[src/rtl/deferred_ctrl_pkg.sv]
// Shared definitions for the deferred commit-step controller.
//   - SIMV_* result codes exchanged with the host and driven on simv_result
//   - STEP_W_DEFAULT: default width of the per-cycle commit step count
//   - result_state_e: states of the simv_result holding machine
//   - simv_code_clean(): folds unknown host return codes to SIMV_NONE
// Build option: DEFERRED_CTRL_INTERNAL_STEP_EN (see deferred_control.sv).
package deferred_ctrl_pkg;

  localparam int STEP_W_DEFAULT = 8;

  typedef logic [7:0] simv_code_t;

  localparam simv_code_t SIMV_NONE = 8'h0;
  localparam simv_code_t SIMV_DONE = 8'h1;
  localparam simv_code_t SIMV_FAIL = 8'h2;

  // IDLE shows SIMV_NONE, DONE lasts a single cycle, FAIL holds until reset.
  typedef enum logic [1:0] {
    RES_IDLE,
    RES_DONE,
    RES_FAIL
  } result_state_e;

  // Anything the host returns other than DONE or FAIL means "nothing to report".
  function automatic simv_code_t simv_code_clean(input simv_code_t code);
    return ((code == SIMV_DONE) || (code == SIMV_FAIL)) ? code : SIMV_NONE;
  endfunction

endpackage

[src/rtl/deferred_control_if.sv]
// Bus between the deferred controller and its host environment.
//   step         : instructions committed this cycle (external-step build only)
//   simv_result  : registered result code seen by the host
//   nstep_call   : host hook strobe, simv_nstep_deferred(nstep_count) this edge
//   nstep_count  : argument of that call
//   nstep_ret    : host return code for that call, valid while nstep_call is high
//   fetch_call   : host hook strobe, simv_result_fetch() this edge (internal-step build)
//   fetch_ret    : host return code for that call
// A host hook "call" is one cycle with the strobe high; the host answers
// combinationally on *_ret and the controller registers the answer on that edge.
// Modports: slave = controller, master = host / stimulus side.
// Build option: DEFERRED_CTRL_INTERNAL_STEP_EN removes step and the nstep hook
// and adds the fetch hook instead.
interface deferred_control_if #(
  parameter int STEP_W = deferred_ctrl_pkg::STEP_W_DEFAULT
);
  import deferred_ctrl_pkg::*;

  simv_code_t simv_result;

`ifndef DEFERRED_CTRL_INTERNAL_STEP_EN
  logic [STEP_W-1:0] step;
  logic              nstep_call;
  logic [31:0]       nstep_count;
  simv_code_t        nstep_ret;

  modport slave (
    input  step,
    input  nstep_ret,
    output nstep_call,
    output nstep_count,
    output simv_result
  );

  modport master (
    output step,
    output nstep_ret,
    input  nstep_call,
    input  nstep_count,
    input  simv_result
  );
`else
  logic       fetch_call;
  simv_code_t fetch_ret;

  modport slave (
    input  fetch_ret,
    output fetch_call,
    output simv_result
  );

  modport master (
    output fetch_ret,
    input  fetch_call,
    input  simv_result
  );
`endif

endinterface

[src/rtl/deferred_step_accum.sv]
// Step accumulator and flush decision for the deferred controller.
// Ports:
//   clock, reset : single clock, synchronous active-high reset
//   step         : commit count for this cycle (external-step build only)
//   count        : flush argument, saturating acc + step (external-step build only)
//   flush        : high during a cycle whose rising edge is a flush edge
// Default build: flush when the running total reaches BATCH_LIMIT, or at the
// last cycle of a FLUSH_INTERVAL window if anything is pending. The first cycle
// after reset is a dead cycle that ignores step.
// With DEFERRED_CTRL_INTERNAL_STEP_EN defined, acc and the batch logic vanish
// and flush simply marks the last cycle of every FLUSH_INTERVAL window.
module deferred_step_accum
  import deferred_ctrl_pkg::*;
#(
  parameter int STEP_W         = STEP_W_DEFAULT,
  parameter int BATCH_LIMIT    = 256,
  parameter int FLUSH_INTERVAL = 4096
) (
  input  logic              clock,
  input  logic              reset,
`ifndef DEFERRED_CTRL_INTERNAL_STEP_EN
  input  logic [STEP_W-1:0] step,
  output logic [31:0]       count,
`endif
  output logic              flush
);

  localparam logic [31:0] CYC_LAST = 32'(FLUSH_INTERVAL - 1);

  logic [31:0] cyc_reg;
  logic [31:0] cyc_next;
  logic        cyc_at_last;

  assign cyc_at_last = (cyc_reg == CYC_LAST);

`ifndef DEFERRED_CTRL_INTERNAL_STEP_EN
  localparam logic [31:0] BATCH_MAX = 32'(BATCH_LIMIT);

  logic [31:0] acc_reg;
  logic [31:0] acc_next;
  logic        first_reg;
  logic [32:0] sum;
  logic [31:0] nxt;

  // One extra bit catches the carry so the total pins at 2^32-1.
  always_comb begin
    sum = {1'b0, acc_reg} + 33'(step);
    nxt = sum[32] ? '1 : sum[31:0];
  end

  always_comb begin
    flush    = 1'b0;
    acc_next = acc_reg;
    cyc_next = cyc_reg;
    // Reset and the dead first cycle leave acc/cyc alone and never flush.
    if (!reset && !first_reg) begin
      flush = (nxt >= BATCH_MAX) || (cyc_at_last && (nxt != '0));
      if (flush) begin
        acc_next = '0;
        cyc_next = '0;
      end else begin
        acc_next = nxt;
        // Reaching the window end without a flush means nothing is pending.
        cyc_next = cyc_at_last ? '0 : cyc_reg + 32'd1;
      end
    end
  end

  assign count = nxt;

  always_ff @(posedge clock) begin
    if (reset) begin
      acc_reg   <= '0;
      cyc_reg   <= '0;
      first_reg <= 1'b1;
    end else begin
      acc_reg   <= acc_next;
      cyc_reg   <= cyc_next;
      first_reg <= 1'b0;
    end
  end
`else
  always_comb begin
    flush    = !reset && cyc_at_last;
    cyc_next = cyc_at_last ? '0 : cyc_reg + 32'd1;
  end

  always_ff @(posedge clock) begin
    if (reset) begin
      cyc_reg <= '0;
    end else begin
      cyc_reg <= cyc_next;
    end
  end
`endif

endmodule

[src/rtl/deferred_control.sv]
// Deferred commit-step controller: batches commit steps and reports them to
// the host through a hook, then turns the host's answer into simv_result.
// Ports:
//   clock, reset : single clock, synchronous active-high reset
//   bus          : deferred_control_if.slave (step, simv_result, host hooks)
// Result behaviour: DONE is shown for one cycle, FAIL sticks until reset,
// any other host answer reads as NONE. A fresh answer replaces a showing DONE.
// Build option: DEFERRED_CTRL_INTERNAL_STEP_EN -- no step input; the host is
// polled through simv_result_fetch() once per FLUSH_INTERVAL cycles instead
// of being handed batched step counts.
module deferred_control
  import deferred_ctrl_pkg::*;
#(
  parameter int STEP_W         = STEP_W_DEFAULT,
  parameter int BATCH_LIMIT    = 256,
  parameter int FLUSH_INTERVAL = 4096
) (
  input logic               clock,
  input logic               reset,
  deferred_control_if.slave bus
);

  logic          flush;
  simv_code_t    host_code;
  result_state_e state_reg;
  result_state_e state_next;

`ifndef DEFERRED_CTRL_INTERNAL_STEP_EN
  deferred_step_accum #(
    .STEP_W         (STEP_W),
    .BATCH_LIMIT    (BATCH_LIMIT),
    .FLUSH_INTERVAL (FLUSH_INTERVAL)
  ) u_accum (
    .clock (clock),
    .reset (reset),
    .step  (bus.step),
    .count (bus.nstep_count),
    .flush (flush)
  );

  // simv_nstep_deferred(count): one strobe cycle per flush edge.
  assign bus.nstep_call = flush;
  assign host_code      = simv_code_clean(bus.nstep_ret);
`else
  deferred_step_accum #(
    .STEP_W         (STEP_W),
    .BATCH_LIMIT    (BATCH_LIMIT),
    .FLUSH_INTERVAL (FLUSH_INTERVAL)
  ) u_accum (
    .clock (clock),
    .reset (reset),
    .flush (flush)
  );

  // simv_result_fetch(): one strobe cycle per interval end.
  assign bus.fetch_call = flush;
  assign host_code      = simv_code_clean(bus.fetch_ret);
`endif

  always_ff @(posedge clock) begin
    if (reset) begin
      state_reg <= RES_IDLE;
    end else begin
      state_reg <= state_next;
    end
  end

  always_comb begin
    state_next = RES_IDLE;
    unique case (state_reg)
      RES_FAIL: state_next = RES_FAIL;
      default: begin
        if (flush) begin
          unique case (host_code)
            SIMV_DONE: state_next = RES_DONE;
            SIMV_FAIL: state_next = RES_FAIL;
            default:   state_next = RES_IDLE;
          endcase
        end
      end
    endcase
  end

  always_comb begin
    bus.simv_result = SIMV_NONE;
    unique case (state_reg)
      RES_DONE: bus.simv_result = SIMV_DONE;
      RES_FAIL: bus.simv_result = SIMV_FAIL;
      default:  bus.simv_result = SIMV_NONE;
    endcase
  end

endmodule

[src/flat_wrapper.sv]
// flat-port wrapper written by rule: the top's interface ports become plain ports
module deferred_control_flat import deferred_ctrl_pkg::*;
#(
  parameter int STEP_W         = STEP_W_DEFAULT,
  parameter int BATCH_LIMIT    = 256,
  parameter int FLUSH_INTERVAL = 4096
)
  (clock, reset, bus_step, bus_nstep_ret, bus_nstep_call, bus_nstep_count, bus_simv_result);
  deferred_control_if #(.STEP_W(STEP_W)) bus_i ();
  input logic clock;
  input logic reset;
  input wire logic [$bits(bus_i.step)-1:0] bus_step;
  input wire logic [$bits(bus_i.nstep_ret)-1:0] bus_nstep_ret;
  output wire logic [$bits(bus_i.nstep_call)-1:0] bus_nstep_call;
  output wire logic [$bits(bus_i.nstep_count)-1:0] bus_nstep_count;
  output wire logic [$bits(bus_i.simv_result)-1:0] bus_simv_result;
  assign bus_i.step = bus_step;
  assign bus_i.nstep_ret = bus_nstep_ret;
  assign bus_nstep_call = bus_i.nstep_call;
  assign bus_nstep_count = bus_i.nstep_count;
  assign bus_simv_result = bus_i.simv_result;
  deferred_control #(.STEP_W(STEP_W), .BATCH_LIMIT(BATCH_LIMIT), .FLUSH_INTERVAL(FLUSH_INTERVAL)) u_core (.clock(clock), .reset(reset), .bus(bus_i));
endmodule
[config.mk]
export PLATFORM = sky130hd
export DESIGN_NAME = deferred_control_flat
export DESIGN_NICKNAME = d
export VERILOG_FILES = /design/src/rtl/deferred_ctrl_pkg.sv /design/src/rtl/deferred_control_if.sv /design/src/rtl/deferred_step_accum.sv /design/src/rtl/deferred_control.sv /design/src/flat_wrapper.sv
export SDC_FILE = /design/constraint.sdc
export NUM_CORES = 1
export LEC_CHECK = 0
export ABC_AREA = 1
export CAP_MARGIN = 10
export CORE_UTILIZATION = 35
export CTS_CLUSTER_SIZE = 30
export DETAILED_ROUTE_END_ITERATION = 10
export GPL_ROUTABILITY_DRIVEN = 0
export PLACE_DENSITY = 0.64
export SLEW_MARGIN = 25
export SYNTH_ARGS = -nofsm -noshare
export SYNTH_HDL_FRONTEND = slang
export SYNTH_SLANG_ARGS = --single-unit
[constraint.sdc]
create_clock -name clock -period 2.8 [get_ports clock]
set_input_delay 0.56 -clock clock [delete_from_list [all_inputs] [get_ports clock]]
set_output_delay 0.56 -clock clock [all_outputs]
set_load 0.03 [all_outputs]
Word level (Yosys, flattened, before mapping)

Cells that the tools add are included.

Memories: 0
ROM bits: 0
Bits in registers: 67
Input bits: 18
Word-level logic and storage cells: 35
Output and inout port bits: 41
Bits in latches: 0
RAM bits: 0

$lt $le $gt $ge: 1
Div/mod/pow operators: 0
Mux-type cells: 11
Shift operators: 0
Multipliers: 0
Add/subtract/negate cells: 2
Bitwise operators: 1
Equal/unequal tests: 7
Reductions and logical operators: 8

Operator list:

| cell                                                                    | count |
|---|---|
| 32-bit 2-to-1 mux                                                       | 4 |
| 32-bit by 8-bit adder with 33-bit output                                | 1 |
| 32-bit by 1-bit adder with 32-bit output (second input constant)        | 1 |
| 32-bit by 12-bit == test with 1-bit output (second input constant)      | 1 |
| 32-bit by 9-bit >= comparator with 1-bit output (second input constant) | 1 |
| 32-bit nonzero test                                                     | 1 |
| 8-bit by 1-bit == test with 1-bit output (second input constant)        | 2 |
| 8-bit by 2-bit == test with 1-bit output (second input constant)        | 2 |
| 8-bit 2-to-1 mux                                                        | 1 |
| 2-bit case mux with 2 select lines                                      | 2 |
| 2-bit 2-to-1 mux                                                        | 2 |
| 3-bit OR reduction                                                      | 1 |
| 2-bit by 1-bit == test with 1-bit output (second input constant)        | 1 |
| 2-bit == test (second input constant)                                   | 1 |
| 1-bit logical AND                                                       | 2 |
| 1-bit zero test                                                         | 2 |
| 1-bit logical OR                                                        | 2 |
| 1-bit 2-to-1 mux                                                        | 2 |
| 1-bit inverter                                                          | 1 |

Longest topological paths before layout

Gate-level depths: netlist (run 1).

Word-level depth: 8
Depth in mapped cells: 19

By module

From an unflattened synthesis (run 1), not the netlist that was laid out.

Cells, all modules: 870
Area, all modules: 5,252.5 sq um

By module, submodules not included:

| module              | cells each | seq. area each (sq um) | instances | area each (sq um) |
|---|---|---|---|---|
| deferred_step_accum | 846        | 1,301.2                | 1         | 5,099.9 |
| deferred_control    | 24         | 40.0                   | 1         | 152.6 |

Worst setup path after synthesis (run 1)

Ideal clock, no wire load.

Kind: input port to output port
Start: input bus_step[0]
End: output bus_nstep_call
Stages on the path: 16
Arrival: 2,754 ps
Slack: -514 ps
Cells stage by stage: ha_1 > fa_1 > nand3_1 > nand3_1 > nand2_1 > nand2_1 > nand2_1 > nand2_1 > nand2_1 > nand3_1 > nor2_1 > nand3b_1 > nor2_1 > nand3_1 > nand2_1 > inv_1

Word-level cells in the longest chain between the ends: 6
Elaborated cells between the ends (all ways): 7
Classes of those cells: 1 x add/sub; 1 x order compare; 2 x mux; 3 x reduce/logical

Ends and longest elaborated chain:

| item                                                                                    | RTL line                  | text |
|---|---|---|
| start: declaration                                                                      | flat_wrapper.sv:12        | `input wire logic [$bits(bus_i.step)-1:0] bus_step;` |
| 32-bit by 8-bit adder with 33-bit output (*)                                            | deferred_step_accum.sv:47 | `sum = {1'b0, acc_reg} + 33'(step);` |
| 32-bit 2-to-1 mux (*)                                                                   | deferred_step_accum.sv:48 | `nxt = sum[32] ? '1 : sum[31:0];` |
| net bus_nstep_count[14]                                                                 | flat_wrapper.sv:15        | `output wire logic [$bits(bus_i.nstep_count)-1:0] bus_nstep_count;` |
| branches (longest 2 deep; another with 32-bit by 9-bit >= comparator with 1-bit output) | --                        |  |
| 1-bit logical OR (*)                                                                    | deferred_step_accum.sv:57 | `flush = (nxt >= BATCH_MAX) \|\| (cyc_at_last && (nxt != '0));` |
| 1-bit 2-to-1 mux (*)                                                                    | deferred_step_accum.sv:56 | `if (!reset && !first_reg) begin` |
| end: declaration                                                                        | flat_wrapper.sv:14        | `output wire logic [$bits(bus_i.nstep_call)-1:0] bus_nstep_call;` |

Mark *: on every way through the listed nets, which the timed path passes.

Worst setup path after layout (run 1)

Start: register u_core.u_accum.acc_reg[6]
End: output bus_nstep_call

Word-level cells in the longest chain between the ends: 6
Elaborated cells between the ends (all ways): 7
Classes of those cells: 1 x add/sub; 1 x order compare; 2 x mux; 3 x reduce/logical

Ends and longest elaborated chain:

| item                                                                                    | RTL line                  | text |
|---|---|---|
| start: declaration                                                                      | deferred_step_accum.sv:39 | `logic [31:0] acc_reg;` |
| start signal: assignment                                                                | deferred_step_accum.sv:77 | `acc_reg <= acc_next;` |
| 32-bit by 8-bit adder with 33-bit output (*)                                            | deferred_step_accum.sv:47 |  |
| 32-bit 2-to-1 mux (*)                                                                   | deferred_step_accum.sv:48 |  |
| branches (longest 2 deep; another with 32-bit by 9-bit >= comparator with 1-bit output) | --                        |  |
| 1-bit logical OR (*)                                                                    | deferred_step_accum.sv:57 |  |
| 1-bit 2-to-1 mux (*)                                                                    | deferred_step_accum.sv:56 |  |

Mark *: on every way between the ends.

==> metrics.csv, run 1 <==
metric,value,unit
die_h,121,µm
maxCapViolations,0,
cp.arrival,2.61,ns
violations,setup timing,
layout_common_cells,"buf_4 (192), nand2_1 (185), inv_1 (103)",
n_fill_cell,1282,
slew_headroom,45.1,%
crit_path_end_kind,output port,
tritoncts,yes,
worst_path_most_repeated_cell,nand2_1,
rsz0062_at_grt,true,
clock_skew,0.00828,ns
busiest_layer,met2,
clockBufferDepth,2,
crit_path_max_incr_delay,0.34,ns
reg2reg_from,u_core.u_accum.acc_reg[6],
run_status,finished with violations,
cts_made_buffers,9,
first_iter_violations,368,
final_util,56.5,%
seqCellArea,0.00135,mm²
dieArea,0.0147,mm²
nNetsFinal,1058,
track_usage,24.1,%
cp.required,2.24,ns
timing.rr.end,u_core.u_accum.cyc_reg[27],
ys_warn_count,0,
grt_overflow_total,0,
tightest_slew,0.822,ns
wl_per_cell,14.1,µm
ys_ff_latch,67,
grt_pass1_vias,5600,
clock_sinks,67,
grtUsageMet3,3.71,%
ff2ff_path_depth,19,
cts-root-buf,clkbuf_16,
peakVddDrop,0.263,mV
ant_nets,0,
drive_gt1_share,36.0,%
grtUsageMet2,38.9,%
slowest_stage,dfxtp_1,
synth_top_area_cell,dfxtp_1,
htreeDepth,3,
drt_pass1_iterations,5,
wirelength,17.2,mm
start_kind,flip-flop,
top_level_ports,59,
clk_pin_slew,0.06,ns
cts_hold_buffers,0,
cp_cell_sequence,ha_4 > buf_6 > nand2_4 > nor2_2 > nand3_1 > nand3_4 > buf_4 > nand2_1 > nand2_1 > nand2_1 > nor2_2 > nand3_2 > nor2_4 > nand3_4 > nand2_4 > inv_2 > buf_6,
drc,0,
io_buffers,52,
seq_area_frac_synth,26.9,%
worstSetupPathType,flip-flop to output port,
synthDistinctLibCells,34,
syn_inst,807,
tns,-1.63,ns
dpl.hpwl,12.4,mm
grt_max_degree,67,
die_x,121,µm
timing.critical_path.fanout_max,4,
layout-area-overhead-vs-synth,57.7,%
antenna_cells,0,
use_met1,31.8,%
synth_top_area_share,26.9,%
power_density,326,mW/mm²
start_util,35.9,%
fmax,0.315,GHz
syn_avg_cell_area,6.17,µm²
vias,6015,
placed_area,0.00701,mm²
synth_area_leaders,"dfxtp_1 (27%), nand2_1 (17%), nand4_1 (8.2%)",
worstSetupStartpoint,u_core.u_accum.acc_reg[6],
hold_viol,0,
grt_pass1_wl,27.6,mm
insertion_delay,0.34,ns
fin_cells,1214,
final_common_cell,buf_4,
r2r_slack,0.02,ns
hold_class,flip-flop to flip-flop,
p_leak,3.84,nW
vias_per_cell,4.95,
fin_crit_sh,113,%
core_area,0.0139,mm²
place_ws,-1.38,ns
setup_viol,9,
setup_ws,-0.372,ns
fin_area,0.00785,mm²
endpoint,bus_nstep_call,
rows,43,
multi_input_area,0.00360,mm²
placed_cells,1185,
period_needed,3.17,ns
drv_slew,0,
antenna_found_initial,0,
syn-cell-area,0.00498,mm²
-- synth_stat cells --
library cell,instances
xor2_1,27
nand3_4,1
dfxtp_1,67
inv_2,3
conb_1,1
inv_1,107
nand4_1,65
nor2_1,71
nor2_2,11
xnor2_1,8
a21oi_2,1
nand2_4,1
ha_1,9
or2_1,2
buf_1,1
or4_1,1
nand3_1,65
nor2_4,1
nand3b_1,2
clkinv_1,1
nand2_1,220
buf_2,8
a21oi_1,42
nand3_2,7
fa_1,1
o22ai_1,1
or2_2,6
nor3_2,1
nor3_1,39
nor4_1,6
nand2_2,4
buf_6,5
buf_4,7
clkbuf_1,15
-- final cells by class --
cell class	count	share of cell area, %
multi-input combinational	598	45.8
inverter	111	5.31
timing repair buffer	243	25.1
sequential	67	17.2
tap	180	2.87
clock inverter	4	0.654
clock buffer	11	3.09
-- what timing repair did --
action | 4_1_cts | 5_1_grt
cloned | 0 | 0
setup endpoints to repair | 75 | 62
resized for setup | 150 | 32
setup buffers | 13 | 2
pin swaps | 32 | 10
-- power breakdown --
group / internal (W) / total, W / switching [W]
clock network: 0.000708 / 0.00114 / 0.000431
registers: 0.000963 / 0.000973 / 0.00000928
logic: 0.000190 / 0.000444 / 0.000254
total: 0.00186 / 0.00256 / 0.000695
-- kinds of logic (layout without fill, tap and decap cells) --
group / after synthesis / after routing / synth area share [%]
DFF: 67 / 67 / 26.9
xor gates and xnor gates: 35 / 35 / 6.16
adders and majority gates: 10 / 10 / 2.66
buffers and inverters: 147 / 369 / 12.6
other: 1 / 6 / 0.0753
AOI/OAI and AO/OA: 44 / 44 / 4.52
and+or+nand+nor: 503 / 503 / 47.1
-- worst max-delay path, delay by kind of cell (launching register included) --
family | cells | cell delay (ns)
simple gates | 12 | 1.27
buf+inv | 4 | 0.38
fa+ha+maj | 1 | 0.29
flops | 1 | 0.34
-- routing by layer --
| layer | vias up | routed length (µm) |
|---|---|---|
| li1 | 3060 | - |
| met1 | 2761 | 7730 |
| met2 | 164 | 8100 |
| met3 | 30 | 822 |
| met4 | 0 | 499 |
| met5 | - | 0 |
-- worst min-delay path by stage --
stage / startpoint / end / slack, ns / cells past startpoint
after global placement: u_core.u_accum.acc_reg[7] / u_core.u_accum.acc_reg[7] / 0.45 / 2
after global routing: u_core.u_accum.acc_reg[0] / u_core.u_accum.acc_reg[0] / 0.49 / 2
after floorplan: u_core.u_accum.acc_reg[2] / u_core.u_accum.acc_reg[2] / 0.44 / 2
after detailed placement: u_core.u_accum.acc_reg[7] / u_core.u_accum.acc_reg[7] / 0.46 / 2
after CTS: u_core.u_accum.acc_reg[7] / u_core.u_accum.acc_reg[7] / 0.48 / 2
final: u_core.u_accum.acc_reg[0] / u_core.u_accum.acc_reg[0] / 0.48 / 2
-- stage by stage --
stage               hold WS, ns  total power, W
floorplan                 0.440         0.00121
global placement          0.451         0.00138
detailed placement        0.461         0.00138
CTS                       0.482         0.00257
global route              0.487         0.00265
finish                    0.480         0.00256
Power figures use the tool's default switching activity.
==> run 2, diff against run 1 <==
CAP_MARGIN = unset   (was 10)
CORE_MARGIN = 1.5   (was unset)
==> metrics.csv, run 2 (same netlist as run 1, synthesis figures left out) <==
metric,value,unit
run_status,finished with violations,
violations,setup timing,
cp.required,2.24,ns
rsz0062_at_grt,true,
timing.critical_path.fanout_max,7,
use_met1,30.7,%
setup_viol,40,
n_fill_cell,1232,
vias,6186,
min_to,u_core.u_accum.acc_reg[7],
crit_path_end_kind,output port,
maxCapViolations,0,
htreeDepth,3,
p_leak,3.88,nW
min_from,u_core.u_accum.acc_reg[7],
start_util,35.9,%
power_density,338,mW/mm²
grt_pass1_wl,28.5,mm
clk_pin_slew,0.06,ns
setup_ws,-0.456,ns
worstHoldPathCells,2,
layout_common_cells,"nand2_1 (180), buf_4 (172), inv_1 (98)",
tns,-2.20,ns
insertion_delay,0.35,ns
wl_per_cell,15.2,µm
hold_class,flip-flop to flip-flop,
holdWs,0.485,ns
busiest_layer,met2,
cts_made_buffers,9,
dpl.hpwl,12.6,mm
grt_pass1_vias,5861,
antenna_found_initial,0,
worstSetupPathType,flip-flop to output port,
path_delay_family,simple AND/OR/NAND/NOR gates,
timing.rr.end,u_core.u_accum.cyc_reg[3],
grtUsageMet2,40.4,%
drt_pass1_iterations,6,
drive_gt1_share,37.8,%
wirelength,18.5,mm
slowest_stage,fa_2,
rows,43,
period_needed,3.26,ns
io_buffers,52,
hold_viol,0,
r2r_slack,-0.12,ns
cp_cell_sequence,ha_4 > fa_2 > nand2_1 > nand2_1 > nand3_2 > nand2_4 > buf_6 > nand4_1 > buf_4 > nand2_4 > nor2_4 > nand3_1 > nor2_2 > nand3_4 > nand2_2 > inv_2 > buf_6,
cts_hold_buffers,0,
antenna_cells,0,
final_common_cell,nand2_1,
fin_crit_sh,116,%
ff2ff_path_depth,22,
first_iter_violations,447,
start_kind,flip-flop,
clock_sinks,67,
clock_skew,0.0109,ns
drv_slew,0,
slew_headroom,46.4,%
cp.arrival,2.70,ns
drc,0,
die_h,122,µm
seqCellArea,0.00135,mm²
top_level_ports,59,
worstSetupStartpoint,u_core.u_accum.acc_reg[0],
nNetsFinal,1057,
track_usage,24.3,%
grtUsageMet3,3.39,%
clockBufferDepth,2,
peakVddDrop,0.325,mV
dieArea,0.0149,mm²
layout-area-overhead-vs-synth,62.8,%
grt_overflow_total,0,
final_util,58.4,%
critPathBufInv,4,
cts-root-buf,clkbuf_16,
crit_path_max_incr_delay,0.38,ns
tightest_slew,0.804,ns
core_area,0.0139,mm²
reg2reg_from,u_core.u_accum.acc_reg[7],
fmax,0.307,GHz
die_x,122,µm
ant_nets,0,
tritoncts,yes,
grt_max_degree,67,
vias_per_cell,5.10,
multi_input_area,0.00367,mm²
==> run 2: changes by cell type in the layout (fill, tap and decap cells not counted), sizes merged <==
cell / delta
bufinv: +1
buf: -1
inv: +1
clkinvlp: +1
clkdlybuf4s15: -1
clkinv: -1
==> run 2: area by class of cell <==
| cell class | count | area share (%) |
|---|---|---|
| Multi-Input combinational cell | 598 | 45.3 |
| Tap cell | 180 | 2.78 |
| Clock buffer | 10 | 2.83 |
| Sequential cell | 67 | 16.6 |
| Clock inverter | 6 | 1.10 |
| Inverter | 111 | 5.20 |
| Timing Repair Buffer | 242 | 26.1 |
==> run 2: how the worst max path moves through the flow <==
stage	slack, ns	cells after the start	end
detailed placement	-1.39	18	bus_nstep_call
floorplan	-0.23	17	bus_nstep_call
finish	-0.46	17	bus_nstep_call
global route	-0.61	17	bus_nstep_call
CTS	-0.37	18	bus_nstep_call
global placement	-1.33	18	bus_nstep_call
==> run 2: worst reg2reg max path: cells and delay by family, from the launching register on <==
family,cells,cell delay [ns]
compound gates,1,0.16
fa+ha+maj,1,0.28
buf+inv,7,0.79
flops,1,0.33
simple gates,13,1.29
==> run 2: per-layer routing <==
| metal | part of all wire, % | up-vias | routed length [µm] |
|---|---|---|---|
| li1 | - | 3063 | - |
| met5 | 0 | - | 0 |
| met3 | 4.4 | 55 | 812 |
| met1 | 44 | 2877 | 8190 |
| met4 | 4.1 | 0 | 754 |
| met2 | 47 | 191 | 8690 |
==> run 2: repair_timing <==
item | in CTS | in global routing
setup buffers | 12 | 7
resized for setup | 184 | 80
endpoints found under the setup margin | 75 | 62
pin swaps | 57 | 34
gates cloned | 3 | 1
==> run 2: through the flow <==
stage / cells / worst slack, ns / power (W) / area [µm²]
2_1_floorplan: 812 / -0.233 / 0.00121 / 5180
3_3_place_gp: 1180 / -1.33 / 0.00137 / 6960
3_5_place_dp: 1180 / -1.39 / 0.00137 / 6960
4_1_cts: 1211 / -0.367 / 0.00270 / 7840
5_1_grt: 1214 / -0.614 / 0.00282 / 8100
6_report: 1214 / -0.456 / 0.00274 / 8100
==> run 2: power breakdown <==
group	switching (W)	total (W)	internal, W
sequential	0.00000840	0.000971	0.000963
combinational	0.000287	0.000523	0.000236
clock	0.000460	0.00124	0.000781
total	0.000755	0.00274	0.00198
